`config.mk`:
```
export PLATFORM = sky130hd
export DESIGN_NAME = nco_clock_divider
export DESIGN_NICKNAME = d
export VERILOG_FILES = /design/src/rtl/nco_clock_divider.sv
export SDC_FILE = /design/constraint.sdc
export NUM_CORES = 1
export LEC_CHECK = 0
export ABC_AREA = 0
export ABC_CLOCK_PERIOD_IN_PS = 5520
export BUFFER_PORTS_ARGS = -buffer_cell sky130_fd_sc_hd__buf_2
export CAP_MARGIN = 20
export CELL_PAD_IN_SITES_DETAIL_PLACEMENT = 0
export CELL_PAD_IN_SITES_GLOBAL_PLACEMENT = 1
export CORE_MARGIN = 4
export CORE_UTILIZATION = 48
export DETAILED_ROUTE_END_ITERATION = 16
export GPL_ROUTABILITY_DRIVEN = 0
export PLACE_DENSITY_LB_ADDON = 0.2
export SETUP_SLACK_MARGIN = 0.05
export SLEW_MARGIN = 20
export SYNTH_ARGS = -nofsm -noshare
export SYNTH_HDL_FRONTEND = slang
export SYNTH_SLANG_ARGS = --single-unit
```
`constraint.sdc`:
```
create_clock -name clk2 -period 5.52 [get_ports clk2]
set_clock_uncertainty 0.05 [all_clocks]
set_input_delay 0.828 -clock clk2 [delete_from_list [all_inputs] [get_ports clk2]]
set_output_delay 0.828 -clock clk2 [all_outputs]
set_load 0.1 [all_outputs]
```
`src/rtl/nco_clock_divider.sv`:
```
// Fractional (NCO) / integer clock divider with glitch-free start, stop and mode change.
// clk_out is a registered enable-style clock. A stop always waits for the end of a high phase.
module nco_clock_divider #(
  parameter int ACC_W       = 24,
  parameter int N_CH        = 4,
  parameter int DIV_N       = 4,
  parameter int DEFAULT_INC = 4529848
) (
  input  logic             clk2,
  input  logic             rst_n,
  input  logic [N_CH-1:0]  valid,
  input  logic [1:0]       mux_ctrl,
  input  logic [ACC_W-1:0] inc,
  input  logic             inc_load,
  output logic             clk_out,
  output logic             tick,
  output logic [15:0]      tick_cnt,
  output logic             busy,
  output logic [1:0]       state_o
);

  localparam int CNT_W = (DIV_N > 1) ? $clog2(DIV_N) : 1;
  localparam logic [CNT_W-1:0] CNT_MAX = CNT_W'(DIV_N - 1);
  localparam logic [ACC_W-1:0] HALF_INC = {1'b1, {(ACC_W-1){1'b0}}};
  localparam logic [ACC_W-1:0] DEF_INC = ACC_W'(DEFAULT_INC);
  localparam logic [1:0] MODE_NCO = 2'b00;

  typedef enum logic [1:0] {
    ST_IDLE  = 2'd0,
    ST_RUN   = 2'd1,
    ST_DRAIN = 2'd2
  } state_t;

  state_t           state_q, state_d;
  logic [ACC_W-1:0] acc_q, acc_d;
  logic [ACC_W-1:0] inc_q, inc_d;
  logic [CNT_W-1:0] cnt_q, cnt_d;
  logic [1:0]       mode_q, mode_d;
  logic             clk_q, clk_d;
  logic             tick_q, tick_d;
  logic [15:0]      tick_cnt_q, tick_cnt_d;
  logic             busy_q, busy_d;

  logic             en;
  logic             mode_ok;
  logic             leave_run;
  logic [ACC_W-1:0] acc_sum;
  logic [ACC_W-1:0] gen_acc;
  logic [CNT_W-1:0] gen_cnt;
  logic             gen_clk;

  assign en        = |valid;
  assign mode_ok   = ~mux_ctrl[1];
  assign leave_run = ~en | (mux_ctrl != mode_q);
  assign acc_sum   = acc_q + inc_q;

  // One generation step in the latched mode; used by RUN and DRAIN alike.
  always_comb begin
    gen_acc = acc_q;
    gen_cnt = cnt_q;
    gen_clk = clk_q;
    if (mode_q == MODE_NCO) begin
      gen_acc = acc_sum;
      gen_clk = acc_sum[ACC_W-1];
    end else if (cnt_q == CNT_MAX) begin
      gen_cnt = '0;
      gen_clk = ~clk_q;
    end else begin
      gen_cnt = cnt_q + 1'b1;
    end
  end

  always_comb begin
    state_d = state_q;
    acc_d   = acc_q;
    cnt_d   = cnt_q;
    mode_d  = mode_q;
    clk_d   = clk_q;
    inc_d   = inc_q;

    if (inc_load && (inc != '0)) begin
      inc_d = (inc > HALF_INC) ? HALF_INC : inc;
    end

    case (state_q)
      ST_IDLE: begin
        acc_d = '0;
        cnt_d = '0;
        clk_d = 1'b0;
        if (en && mode_ok) begin
          mode_d  = mux_ctrl;
          state_d = ST_RUN;
        end
      end
      ST_RUN: begin
        if (leave_run && !clk_q) begin
          state_d = ST_IDLE;
          acc_d   = '0;
          cnt_d   = '0;
        end else begin
          acc_d = gen_acc;
          cnt_d = gen_cnt;
          clk_d = gen_clk;
          if (leave_run) begin
            // A high phase that ends on the exit edge needs no DRAIN cycle.
            state_d = gen_clk ? ST_DRAIN : ST_IDLE;
          end
        end
      end
      ST_DRAIN: begin
        acc_d = gen_acc;
        cnt_d = gen_cnt;
        clk_d = gen_clk;
        if (!gen_clk) begin
          state_d = ST_IDLE;
        end
      end
      default: begin
        state_d = ST_IDLE;
        clk_d   = 1'b0;
      end
    endcase

    if (state_d == ST_IDLE) begin
      acc_d = '0;
      cnt_d = '0;
    end
  end

  assign tick_d     = ~clk_q & clk_d;
  assign tick_cnt_d = tick_cnt_q + 16'(tick_d);
  assign busy_d     = (state_d != ST_IDLE);

  always_ff @(posedge clk2 or negedge rst_n) begin
    if (!rst_n) begin
      state_q    <= ST_IDLE;
      acc_q      <= '0;
      cnt_q      <= '0;
      mode_q     <= MODE_NCO;
      clk_q      <= 1'b0;
      inc_q      <= DEF_INC;
      tick_q     <= 1'b0;
      tick_cnt_q <= '0;
      busy_q     <= 1'b0;
    end else begin
      state_q    <= state_d;
      acc_q      <= acc_d;
      cnt_q      <= cnt_d;
      mode_q     <= mode_d;
      clk_q      <= clk_d;
      inc_q      <= inc_d;
      tick_q     <= tick_d;
      tick_cnt_q <= tick_cnt_d;
      busy_q     <= busy_d;
    end
  end

  assign clk_out  = clk_q;
  assign tick     = tick_q;
  assign tick_cnt = tick_cnt_q;
  assign busy     = busy_q;
  assign state_o  = state_q;

endmodule
```
# ---- Word-level counts from Yosys, hierarchy flattened
# Index checks and enable logic that the tools add are counted.
dict set report word_totals {
  register_bits 73
}
dict set report op_classes {
  n_mux 20
  n_bitwise 5
  magnitude_cmp 1
  n_eq_ne 4
  n_addsub 3
  reduce_logical 12
}
# cell n
set op_table {}
lappend op_table {{two-way mux 24 bit} 4}
lappend op_table {{case mux 24 bit (3 select lines)} 1}
lappend op_table {{adder 24 bit} 1}
lappend op_table {{> comparator 24 bit (second input constant)} 1}
lappend op_table {{nonzero test 24 bit} 1}
lappend op_table {{two-way mux 2 bit} 9}
lappend op_table {{adder 16 x 1 -> 16 bit} 1}
lappend op_table {{case mux 2 bit (3 select lines)} 2}
lappend op_table {{logical NOT 2 bit} 3}
lappend op_table {{== test 2 bit (second input constant)} 2}
lappend op_table {{nonzero test 4 bit} 1}
lappend op_table {{OR reduction 4 bit} 1}
lappend op_table {{logical AND 1 bit} 3}
lappend op_table {{two-way mux 1 bit} 3}
lappend op_table {{inverter 1 bit} 3}
lappend op_table {{adder 2 x 1 -> 2 bit (second input constant)} 1}
lappend op_table {{== test 2 x 1 -> 1 bit (second input constant)} 1}
lappend op_table {{inequality test 2 bit} 1}
lappend op_table {{case mux 1 bit (2 select lines)} 1}
lappend op_table {{AND reduction 2 bit} 1}
lappend op_table {{nonzero test 2 bit} 1}
lappend op_table {{AND 1 bit} 1}
lappend op_table {{logical NOT 1 bit} 1}
lappend op_table {{OR 1 bit} 1}

# ---- Depth between registers and ports, before layout
# Gate-level depths: netlist of the first run.
dict set report logic_depth {
  ltp_word 9
  ltp_mapped 16
}

# ---- Least setup slack after synthesis of the first run
# No wires, ideal clock.
dict set report synth_timing {
  path_kind {register -> register}
  start {register inc_q[16]}
  end {register tick_cnt_q[14], in the netlist tick_cnt[14]}
  path_slack_ns 2.111
  required_time_ns 5.308
  period_less_slack_ns 3.409
  t_arrival_ns 3.197
  setup_time_ns 0.162
  stages_incl_launch_ff 16
  path_cell_list {dfstp_2 ha_1 a21oi_1 o21a_1 o21ba_2 nand3_1 o221ai_1 o211ai_4 nor3_1 ha_1 ha_1 and3_1 nand3_1 or2_2 nor2_1 xor2_1}
}
dict set report synth_between {
  elab_chain_len 6
}
# element line
set synth_lines {}
lappend synth_lines {{start: declaration} 36} ;# logic [ACC_W-1:0] inc_q, inc_d;
lappend synth_lines {{start signal: assignment} 151} ;# inc_q <= inc_d;
lappend synth_lines {{adder 24 bit (*)} 55} ;# assign acc_sum = acc_q + inc_q;
lappend synth_lines {{two-way mux 1 bit (*)} 62} ;# if (mode_q == MODE_NCO) begin
lappend synth_lines {{two-way mux 1 bit} 96} ;# if (leave_run && !clk_q) begin
lappend synth_lines {{case mux 1 bit (2 select lines) (*)} 85} ;# case (state_q)
lappend synth_lines {{AND 1 bit (*)} 130} ;# assign tick_d = ~clk_q & clk_d;
lappend synth_lines {{named net tick_d} 40} ;# logic tick_q, tick_d;
lappend synth_lines {{adder 16 x 1 -> 16 bit (*)} 131} ;# assign tick_cnt_d = tick_cnt_q + 16'(tick_d);
lappend synth_lines {{named net tick_cnt_d[14]} 41} ;# logic [15:0] tick_cnt_q, tick_cnt_d;
lappend synth_lines {{end signal: assignment} 153} ;# tick_cnt_q <= tick_cnt_d;
lappend synth_lines {{end: declaration} 41}
# Mark *: on every way through the listed nets, which the timed path passes. The rest lies on a longest branch.
# A chain may end at the register's enable or synchronous reset.

# ---- Worst setup path in the final report of the first run
dict set report layout_timing {
  start {register inc_q[5]}
  end {register tick_cnt_q[14], in the netlist tick_cnt[14]}
}
# Same word-level chain as after synthesis.

==> results of run 1 <==
[sequential cells by signal, indices dropped and copies added, names as in the netlist]
register  count
acc_q        24
inc_q        24
tick_cnt     16
cnt_q         2
mode_q        2
state_o       2
busy          1
clk_out       1
tick          1
[per-stage QoR]
stage | utilization [%] | instances | total power (µW)
3_5_place_dp | 52.9 | 648 | 1160
4_1_cts | 55.4 | 664 | 1640
6_report | 55.4 | 664 | 1620
3_3_place_gp | 52.9 | 648 | 1150
2_1_floorplan | - | 497 | 1050
5_1_grt | 55.4 | 664 | 1730
[cells in the mapped netlist, types with 4 or more instances]
| master | instances |
|---|---|
| sky130_fd_sc_hd__nand3_1 | 16 |
| sky130_fd_sc_hd__clkbuf_1 | 12 |
| sky130_fd_sc_hd__dfrtp_1 | 62 |
| sky130_fd_sc_hd__nor2b_1 | 8 |
| sky130_fd_sc_hd__xnor2_1 | 18 |
| sky130_fd_sc_hd__nor4_1 | 7 |
| sky130_fd_sc_hd__a21oi_1 | 21 |
| sky130_fd_sc_hd__a31oi_1 | 5 |
| sky130_fd_sc_hd__a21o_1 | 4 |
| sky130_fd_sc_hd__and2_1 | 4 |
| sky130_fd_sc_hd__dfstp_2 | 11 |
| sky130_fd_sc_hd__nor3_1 | 9 |
| sky130_fd_sc_hd__a21oi_2 | 12 |
| sky130_fd_sc_hd__or3_1 | 6 |
| sky130_fd_sc_hd__xor2_1 | 13 |
| sky130_fd_sc_hd__a211oi_1 | 4 |
| sky130_fd_sc_hd__nor2_1 | 36 |
| sky130_fd_sc_hd__nand2_1 | 94 |
| sky130_fd_sc_hd__o21a_1 | 11 |
| sky130_fd_sc_hd__nand2b_1 | 6 |
| sky130_fd_sc_hd__o21ai_0 | 42 |
| sky130_fd_sc_hd__inv_1 | 10 |
| sky130_fd_sc_hd__ha_1 | 30 |
| sky130_fd_sc_hd__nand4_1 | 6 |
[routing by layer]
metal | share of wire (%) | up-vias | global-route usage (%) | wire, µm
li1 | - | 1851 | - | -
met1 | 48 | 1739 | 25.5 | 4790
met2 | 47 | 50 | 30.7 | 4660
met3 | 3.3 | 12 | 4.57 | 324
met4 | 1.6 | 0 | 6.28 | 162
met5 | 0 | - | 0 | 0
[layout make-up]
cell class	count	area, µm²	area share, %
inverters	10	37.5	0.737
flip-flops and latches	73	1840	36.1
clock inverters	6	91.3	1.79
repair buffers	57	295	5.79
multi-input cells	397	2550	50.1
well taps	111	139	2.73
clock buffers	10	138	2.70
[final timing paths]
kind / from / cells after the start / endpoint / slack (ns)
setup / recovery: inc_q[5]$_DFFE_PN1P_ / 15 / tick_cnt[14]$_DFF_PN0_ / 1.85
hold / removal: tick_cnt[15]$_DFF_PN0_ / 1 / tick_cnt[15]$_DFF_PN0_ / 0.43
setup reg to reg: inc_q[5]$_DFFE_PN1P_ / 15 / tick_cnt[14]$_DFF_PN0_ / 1.85
hold reg to reg: tick_cnt[15]$_DFF_PN0_ / 1 / tick_cnt[15]$_DFF_PN0_ / 0.43
max in group asynchronous: rst_n / 2 / tick_cnt[1]$_DFF_PN0_ / 4.16
min in group asynchronous: rst_n / 2 / inc_q[21]$_DFFE_PN0P_ / 0.61
[layout by cell type (no fill, tap or decap), drive strengths merged, types with 5 or more instances in the layout]
master	Yosys	final
nand2	94	94
o21ai	42	42
nor4	7	7
nand4	6	6
nor3	10	10
nor2b	8	8
nor2	36	36
a211oi	5	5
buf	4	57
o21a	11	11
a21oi	33	33
dfrtp	62	62
or3	7	7
dfstp	11	11
nand2b	6	6
xnor2	18	18
ha	30	30
nand3	16	16
xor2	13	13
clkbuf	13	10
a31oi	8	8
inv	10	10
[cells by family after synthesis]
logic type / share of synthesized area [%]
AOI/OAI and AO/OA: 19.5
xor gates and xnor gates: 6.00
adders and majority gates: 8.73
buffers and inverters: 2.98
DFF: 40.7
muxes: 0.912
and+or+nand+nor: 21.2
[power breakdown]
part | switching [µW] | internal [µW] | total, µW
clock network | 216 | 269 | 485
registers | 33.1 | 582 | 615
logic | 372 | 152 | 524
==> metrics.md, run 1 <==
| Metric | Value |
|---|---|
| Run status | `finished clean` |
| Clock Root Buffer | `sky130_fd_sc_hd__clkbuf_8` |
| Dominant cell type by area after synthesis | `sky130_fd_sc_hd__dfrtp_1` |
| Slowest stage cell on the critical path | `sky130_fd_sc_hd__dfstp_2` |
| Standard-cell row count | `35` |
| Starting DRT DRC Count | `150` |
| Count of pins on the block boundary | `54` |
| Unrepaired setup endpoints after global routing | `no` |
| Total wire length after detailed routing | `9940 µm` |
| Total CTS buffers | `9` |
| Tightest Pin Transition | `0.941 ns` |
| First-pass GRT wire length | `17100 µm` |
| Delay-heaviest family, CP | `simple AND/OR/NAND/NOR gates` |
| Top FF cell, synth | `sky130_fd_sc_hd__dfrtp_1` |
| Starting Density | `49.2%` |
| Gate count of the mapped netlist | `497` |
| Data arrival at the endpoint of the critical path | `3.90 ns` |
| Library cell appearing most often on the critical path | `sky130_fd_sc_hd__ha_1` |
| Post-CTS Setup Inserts | `0` |
| Number of gates resized after CTS | `0` |
| Residual overflow from global routing | `0` |
| Placed wire-length estimate after detailed placement | `7260 µm` |
| Critical path buffers and inverters | `0` |
| Total leakage power | `0.00234 µW` |
| Via count of the first global-routing pass | `3578` |
| Remaining design rule violation count | `0` |
| Count of state elements after synthesis | `73` |
| Fillers | `849` |
| Pwr dens | `319 nW/µm²` |
| Number of violations of the max-capacitance limit | `0` |
| Total Negative Setup Slacks | `0 ns` |
| Setup-failing EPs final | `0` |
| Final critical-path share of the clock period | `66.5%` |
| Total number of vias | `3652` |
| Core area | `9200 µm²` |
| Clock tree buffer depth | `2` |
| Highest fanout seen on the critical path | `6` |
| VDD IR max | `0.168 mV` |
| Number of input and output port buffers inserted | `53` |
| Post-cts hold buffer count | `0` |
| Per-instance average area after synthesis | `9.11 µm²` |
| Final instance area | `5100 µm²` |
| Placed Instance Area | `4870 µm²` |
| Portion of the post-synthesis area used by sequential elements | `40.7%` |
| Die Wd | `105 µm` |
| Number of synthesized flops with an enable pin | `0` |
| Min Hold Slack | `0.426 ns` |
| Number of antenna violations at the first check in global routing | `0` |
| Routed wire per std cell | `15.0 µm` |
| Sort of element at the end of the critical path | `flop` |
| Tmin final | `3.67 ns` |
| Count of H-tree levels built during CTS | `3` |
| Critical setup path kind | `reg2reg` |
| Clock latency at the later pin of the worst-skew pair | `0.35 ns` |
| Share of post-route cells with drive strength above 1 | `20.8%` |
| Hold crit path type | `reg2reg` |
| Detail-routed via count per cell | `5.50` |
| Portion of synthesized cell area occupied by the leading cell type | `34.3%` |
| Warnings from Yosys | `0` |
| Element type at the critical path start | `flop` |
| Worst slack, placed | `1.83 ns` |
| Netlist area before placement | `4530 µm²` |
| Top post-synthesis cells by area | `sky130_fd_sc_hd__dfrtp_1, sky130_fd_sc_hd__ha_1, sky130_fd_sc_hd__nand2_1` |
| Count of distinct cell types in the synthesized netlist | `57` |
| Post-synth ARST share | `100%` |
| Final setup slack of the worst path | `1.85 ns` |
| Achievable Freq | `272 MHz` |
| Clock-pin slew on the worst setup and hold paths | `0.08 ns` |
| Growth of design area from synthesis to finish | `12.6%` |
| Inserted Diodes | `0` |
| Hold violation count in the final report | `0` |
| Area of the die | `11000 µm²` |
| TritonCTS clock tree | `yes` |
| Cells along the critical path | `ha_1 > o21a_1 > a2bb2oi_1 > nand3_1 > a21boi_4 > a211o_2 > o211ai_4 > nor3_1 > ha_1 > ha_1 > and3_1 > nand3_1 > or2_2 > nor2_1 > xor2_1` |
| DRT Pass-1 Iters | `5` |
| Net count after synthesis | `561` |
| Required arrival time at the worst endpoint | `5.74 ns` |
| DIE HEIGHT | `105 µm` |
| Number of pins with negative max-slew slack in the final report | `0` |
| Final Net Count | `612` |
| Number of clock sinks | `73` |
| Crit path largest cell delay | `0.54 ns` |
| GRT Total Usage | `19.1%` |
| Max-slew headroom | `37.2%` |
| Largest net degree at the start of global routing | `74` |
| Number of antenna-violating nets in the routed design | `0` |
No activity file was read; power rests on OpenSTA's default activity.
==> inputs of run 2 (changes only) <==
--- a/config.mk
+++ b/config.mk
@@ -6,13 +6,13 @@
 export NUM_CORES = 1
 export LEC_CHECK = 0
 export ABC_AREA = 0
-export ABC_CLOCK_PERIOD_IN_PS = 5520
+export ABC_CLOCK_PERIOD_IN_PS = 3250
 export BUFFER_PORTS_ARGS = -buffer_cell sky130_fd_sc_hd__buf_2
 export CAP_MARGIN = 20
 export CELL_PAD_IN_SITES_DETAIL_PLACEMENT = 0
 export CELL_PAD_IN_SITES_GLOBAL_PLACEMENT = 1
 export CORE_MARGIN = 4
-export CORE_UTILIZATION = 48
+export CORE_UTILIZATION = 41
 export DETAILED_ROUTE_END_ITERATION = 16
 export GPL_ROUTABILITY_DRIVEN = 0
 export PLACE_DENSITY_LB_ADDON = 0.2
==> constraint.sdc (replaced) <==
create_clock -name clk2 -period 3.25 [get_ports clk2]
set_clock_uncertainty 0.05 [all_clocks]
set_input_delay 0.4875 -clock clk2 [delete_from_list [all_inputs] [get_ports clk2]]
set_output_delay 0.4875 -clock clk2 [all_outputs]
set_load 0.1 [all_outputs]
==> run 2 against run 1 <==
Against the previous run: design area rose by 11%; worst setup slack got worse by 1.7 ns; flip-flop and latch count is the same; global-route usage decreased by 1.3 points; non-clock buffer count rose by 41; highest routed layer unchanged; sequential power grew 72%; worst hold slack got worse by 0.20 ns; utilization shrank 3.2 points; wire length up 9.6%.
==> metrics.md, run 2 (synthesized netlist as in run 1, its figures left out) <==
| Metric | Value |
|---|---|
| Required arrival time at the worst endpoint | `3.48 ns` |
| Clock tree buffer depth | `2` |
| Internal power consumption | `1700 µW` |
| Area of the die | `12800 µm²` |
| Data arrival at the endpoint of the critical path | `3.36 ns` |
| VDD IR max | `0.469 mV` |
| Count of H-tree levels built during CTS | `3` |
| Area of combinational cells with multiple inputs | `2790 µm²` |
| Library cell appearing most often on the critical path | `sky130_fd_sc_hd__ha_4` |
| Total Negative Setup Slacks | `0 ns` |
| Placed cells | `705` |
| Total CTS buffers | `9` |
| GRT Total Usage | `17.9%` |
| TritonCTS clock tree | `yes` |
| Core area | `10800 µm²` |
| Standard-cell row count | `38` |
| Clock-pin slew on the worst setup and hold paths | `0.08 ns` |
| Clock latency at the later pin of the worst-skew pair | `0.35 ns` |
| Remaining design rule violation count | `0` |
| Net switching power of the design | `1100 µW` |
| Number of clock sinks | `73` |
| Total number of vias | `3802` |
| Residual overflow from global routing | `0` |
| Setup-failing EPs final | `0` |
| DRT Pass-1 Iters | `4` |
| Sequential cell area in the final layout | `1840 µm²` |
| Switching power as a share of total power | `39.4%` |
| Source of the critical timing path | `acc_q[8]$_DFFE_PN0P_` |
| Final setup slack of the worst path | `0.123 ns` |
| Slowest stage cell on the critical path | `sky130_fd_sc_hd__dfrtp_1` |
| Pwr dens | `495 nW/µm²` |
| Sort of element at the end of the critical path | `flop` |
| Number of cells on the worst reg-to-reg path | `15` |
| Number of input and output port buffers inserted | `53` |
| Fillers | `1039` |
| Leading cell type in the layout, fill and taps excluded | `sky130_fd_sc_hd__nand2_1` |
| Highest fanout seen on the critical path | `4` |
| Starting DRT DRC Count | `145` |
| Final critical-path share of the clock period | `96.2%` |
| Routed wire per std cell | `14.8 µm` |
| Leading cell types in the layout, fill and taps excluded | `sky130_fd_sc_hd__nand2_1, sky130_fd_sc_hd__dfrtp_1, sky130_fd_sc_hd__buf_2, sky130_fd_sc_hd__buf_4, sky130_fd_sc_hd__o21ai_0` |
| Growth of design area from synthesis to finish | `25.0%` |
| Tightest Pin Transition | `0.939 ns` |
| Hold crit path type | `in2async` |
| Sequential cell fraction of total power | `37.8%` |
| Tmin final | `3.13 ns` |
| Largest net degree at the start of global routing | `74` |
| Final instance area | `5660 µm²` |
| Unrepaired setup endpoints after global routing | `yes` |
| Via count of the first global-routing pass | `3816` |
| Achievable Freq | `320 MHz` |
| Number of antenna violations at the first check in global routing | `0` |
| Final Net Count | `653` |
| Worst slack, placed | `-0.107 ns` |
| Die Wd | `113 µm` |
| Starting Density | `41.8%` |
| Number of antenna-violating nets in the routed design | `0` |
| Detail-routed via count per cell | `5.18` |
| Post-cts hold buffer count | `0` |
| Fin cells | `734` |
| Inserted Diodes | `0` |
| Number of violations of the max-capacitance limit | `0` |
| Number of pins with negative max-slew slack in the final report | `0` |
| Hold violation count in the final report | `0` |
| Share of post-route cells with drive strength above 1 | `30.8%` |
| Max-slew headroom | `37.4%` |
| Clock Root Buffer | `sky130_fd_sc_hd__clkbuf_8` |
| Cells along the critical path | `ha_4 > a21oi_2 > o21a_1 > or3_4 > a21boi_4 > a211o_2 > o211ai_4 > nor3_4 > ha_4 > ha_4 > and3_4 > nand3_4 > or2_4 > nor2_4 > xor2_1` |
| Crit path largest cell delay | `0.42 ns` |
| DIE HEIGHT | `113 µm` |
| Placed Instance Area | `5190 µm²` |
| Element type at the critical path start | `flop` |
| Placed wire-length estimate after detailed placement | `7680 µm` |
| Startpoint of the lowest-slack register-to-register path | `acc_q[8]$_DFFE_PN0P_` |
| Combinational cell fraction of total power | `36.2%` |
| Total leakage power | `0.00252 µW` |
| Count of pins on the block boundary | `54` |
| Final core area utilization | `52.2%` |
| Run status | `finished clean` |
| Power share of the clock group | `26.0%` |
| Critical setup path kind | `reg2reg` |
| Total wire length after detailed routing | `10900 µm` |
| First-pass GRT wire length | `18300 µm` |
run 2: power by group through the flow:
stage	combinational [µW]	clock [µW]	sequential (µW)
6_report	1010	727	1060
3_5_place_dp	980	0	1060
5_1_grt	1110	800	1070
3_3_place_gp	971	0	1060
2_1_floorplan	545	0	1240
4_1_cts	1000	757	1050
run 2: per-stage QoR:
stage / hold WS, ns / total power [µW]
finish: 0.224 / 2800
global route: 0.296 / 2980
CTS: 0.252 / 2810
detailed placement: 0.414 / 2040
global placement: 0.413 / 2030
floorplan: 0.142 / 1790
run 2: worst paths after layout:
check	endpoint	slack (ns)
max	tick_cnt[12]$_DFF_PN0_	0.12
min	acc_q[17]$_DFFE_PN0P_	0.22
max reg2reg	tick_cnt[12]$_DFF_PN0_	0.12
min reg2reg	tick_cnt[15]$_DFF_PN0_	0.42
max in group asynchronous	tick_cnt[12]$_DFF_PN0_	2.32
min in group clk2	inc_q[9]$_DFFE_PN1P_	0.30
run 2: layout make-up:
cell class	instances	area share (%)
inverters	10	0.663
multi-input cells	397	49.3
well taps	140	3.09
clock buffers	11	2.50
repair buffers	98	10.9
clock inverters	5	0.973
flip-flops and latches	73	32.5
run 2: critical path, delay by kind of cell, from the launching register on:
family          cells  cell delay (ns)
flops               1             0.42
xor+xnor            1             0.13
compound gates      5             0.67
fa+ha+maj           3             0.58
simple gates        6             1.20
run 2: repair_timing:
action / CTS / global route
resized for setup: 14 / 15
setup buffers: 8 / 5
pin swaps: 11 / 16
setup endpoints to repair: 4 / 12
run 2: layer usage:
| metal | GRT usage (%) | wire length, µm | vias up |
|---|---|---|---|
| met4 | 6.89 | 175 | 0 |
| met2 | 29.3 | 5190 | 62 |
| met5 | 0 | 0 | - |
| li1 | - | - | 1931 |
| met1 | 23.5 | 5170 | 1798 |
| met3 | 3.26 | 360 | 11 |
==> inputs of run 3 (changes only) <==
--- a/config.mk
+++ b/config.mk
@@ -11,10 +11,12 @@
 export CAP_MARGIN = 20
 export CELL_PAD_IN_SITES_DETAIL_PLACEMENT = 0
 export CELL_PAD_IN_SITES_GLOBAL_PLACEMENT = 1
+export CORE_ASPECT_RATIO = 0.7
 export CORE_MARGIN = 4
 export CORE_UTILIZATION = 41
 export DETAILED_ROUTE_END_ITERATION = 16
 export GPL_ROUTABILITY_DRIVEN = 0
+export MAX_ROUTING_LAYER = met4
 export PLACE_DENSITY_LB_ADDON = 0.2
 export SETUP_SLACK_MARGIN = 0.05
 export SLEW_MARGIN = 20
==> run 3 against run 2 <==
Against the previous run: non-clock buffer count up 23; sequential share of layout area down 1.7 points; critical path depth unchanged; utilization up 4.4 points; wire length up 11%; worst hold slack worse by 0.0075 ns; total power up 14%; critical path type unchanged.
==> metrics.md, run 3 (synthesized netlist as in run 1, its figures left out) <==
| Metric | Value |
|---|---|
| Run status | `finished clean` |
| Growth of design area from synthesis to finish | `31.8%` |
| Number of antenna-violating nets in the routed design | `0` |
| Clock tree buffer depth | `2` |
| Setup-failing EPs final | `0` |
| Clock-pin slew on the worst setup and hold paths | `0.06 ns` |
| First-pass GRT wire length | `19800 µm` |
| Total leakage power | `0.00271 µW` |
| Die Wd | `134 µm` |
| Starting DRT DRC Count | `145` |
| Leading cell type in the layout, fill and taps excluded | `sky130_fd_sc_hd__nand2_1` |
| Slowest stage cell on the critical path | `sky130_fd_sc_hd__or3_4` |
| Critical path buffers and inverters | `1` |
| Final setup slack of the worst path | `0.0274 ns` |
| Required arrival time at the worst endpoint | `3.46 ns` |
| Number of clock sinks | `73` |
| GRT Total Usage | `20.2%` |
| Max-slew headroom | `34.1%` |
| Clock latency at the later pin of the worst-skew pair | `0.34 ns` |
| Endpoint of the worst-slack reg-to-reg timing path | `tick_cnt[12]$_DFF_PN0_` |
| Residual overflow from global routing | `0` |
| Number of pins with negative max-slew slack in the final report | `0` |
| Largest net degree at the start of global routing | `74` |
| Unrepaired setup endpoints after global routing | `yes` |
| Total design power | `3180 µW` |
| Routed wire per std cell | `15.7 µm` |
| Crit path largest cell delay | `0.41 ns` |
| Achievable Freq | `310 MHz` |
| Via count of the first global-routing pass | `3985` |
| Clock Root Buffer | `sky130_fd_sc_hd__clkbuf_16` |
| Total wire length after detailed routing | `12000 µm` |
| Highest fanout seen on the critical path | `6` |
| Internal reg-to-reg setup slack | `0.03 ns` |
| Number of input and output port buffers inserted | `53` |
| Startpoint of the lowest-slack register-to-register path | `acc_q[12]$_DFFE_PN0P_` |
| VDD IR max | `0.358 mV` |
| Starting Density | `42.9%` |
| Cells along the critical path | `ha_2 > nand3_1 > or3_4 > a21boi_4 > a211o_2 > o211ai_4 > nor3_2 > buf_4 > ha_4 > ha_4 > and3_4 > nand3_2 > or2_4 > nor2_4 > xor2_1` |
| Data arrival at the endpoint of the critical path | `3.43 ns` |
| DIE HEIGHT | `95.9 µm` |
| Hold crit path type | `in2async` |
| Number of cells on the worst reg-to-reg path | `15` |
| Area of the die | `12800 µm²` |
| Final critical-path share of the clock period | `99.2%` |
| Pwr dens | `533 nW/µm²` |
| Remaining design rule violation count | `0` |
| Tmin final | `3.22 ns` |
| Standard-cell row count | `31` |
| TritonCTS clock tree | `yes` |
| Library cell appearing most often on the critical path | `sky130_fd_sc_hd__ha_4` |
| Worst slack, placed | `-0.189 ns` |
| Count of pins on the block boundary | `54` |
| Tightest Pin Transition | `0.988 ns` |
| Final Net Count | `676` |
| Detail-routed via count per cell | `5.29` |
| Hold violation count in the final report | `0` |
| Number of antenna violations at the first check in global routing | `0` |
| Total CTS buffers | `9` |
| Placed wire-length estimate after detailed placement | `8630 µm` |
| Critical setup path kind | `reg2reg` |
| DRT Pass-1 Iters | `4` |
| Element type at the critical path start | `flop` |
| Sort of element at the end of the critical path | `flop` |
| Inserted Diodes | `0` |
| Total number of vias | `4049` |
| Delay-heaviest family, CP | `simple AND/OR/NAND/NOR gates` |
| Number of violations of the max-capacitance limit | `0` |
| Core area | `10600 µm²` |
| Share of post-route cells with drive strength above 1 | `34.4%` |
| Count of H-tree levels built during CTS | `3` |
| Min Hold Slack | `0.217 ns` |
| Leading cell types in the layout, fill and taps excluded | `sky130_fd_sc_hd__nand2_1, sky130_fd_sc_hd__buf_4, sky130_fd_sc_hd__dfrtp_1, sky130_fd_sc_hd__buf_2, sky130_fd_sc_hd__o21ai_0` |
-- run 3: timing repair --
| item | CTS | global route |
|---|---|---|
| setup buffers | 7 | 8 |
| gates resized for setup | 21 | 21 |
| setup endpoints to repair | 9 | 13 |
| pin swaps | 21 | 16 |
| hold buffers | 0 | 0 |
-- run 3: area by class of cell --
cell class	count	area, µm²
clock buffer	10	229
clock inverter	6	90.1
fill	974	4580
inverter	10	37.5
multi-input combinational	397	2800
sequential	73	1840
tap	148	185
timing repair buffer	121	786
-- run 3: power by group --
group          switching [µW]  internal, µW
Sequential               79.8           991
Clock                     406           675
Combinational             685           347
-- run 3: worst max path at each step --
| stage | start | end | slack [ns] | cells after the start |
|---|---|---|---|---|
| global route | inc_q[1]$_DFFE_PN0P_ | tick_cnt[14]$_DFF_PN0_ | -0.17 | 16 |
| global placement | acc_q[1]$_DFFE_PN0P_ | tick_cnt[12]$_DFF_PN0_ | -0.07 | 16 |
| CTS | inc_q[9]$_DFFE_PN1P_ | tick_cnt[12]$_DFF_PN0_ | -0.08 | 16 |
| finish | acc_q[12]$_DFFE_PN0P_ | tick_cnt[12]$_DFF_PN0_ | 0.03 | 15 |
| detailed placement | acc_q[1]$_DFFE_PN0P_ | tick_cnt[12]$_DFF_PN0_ | -0.19 | 16 |
| floorplan | inc_q[7]$_DFFE_PN1P_ | tick_cnt[14]$_DFF_PN0_ | 0.06 | 15 |
-- run 3: per-layer routing --
layer / wire (µm) / track usage (%)
met5: 0 / -
met4: 137 / 6.51
met3: 601 / 3.87
met2: 5140 / 29.1
met1: 6160 / 28.7
-- run 3: through the flow --
step / util [%] / TNS, ns / cell area, µm² / instances
after floorplan: - / 0 / 4590 / 497
final: 56.6 / 0 / 5970 / 765
after global placement: 50.7 / -0.128 / 5350 / 735
after CTS: 55.3 / -0.243 / 5830 / 758
after detailed placement: 50.7 / -0.378 / 5350 / 735
after global routing: 56.6 / -0.985 / 5970 / 765
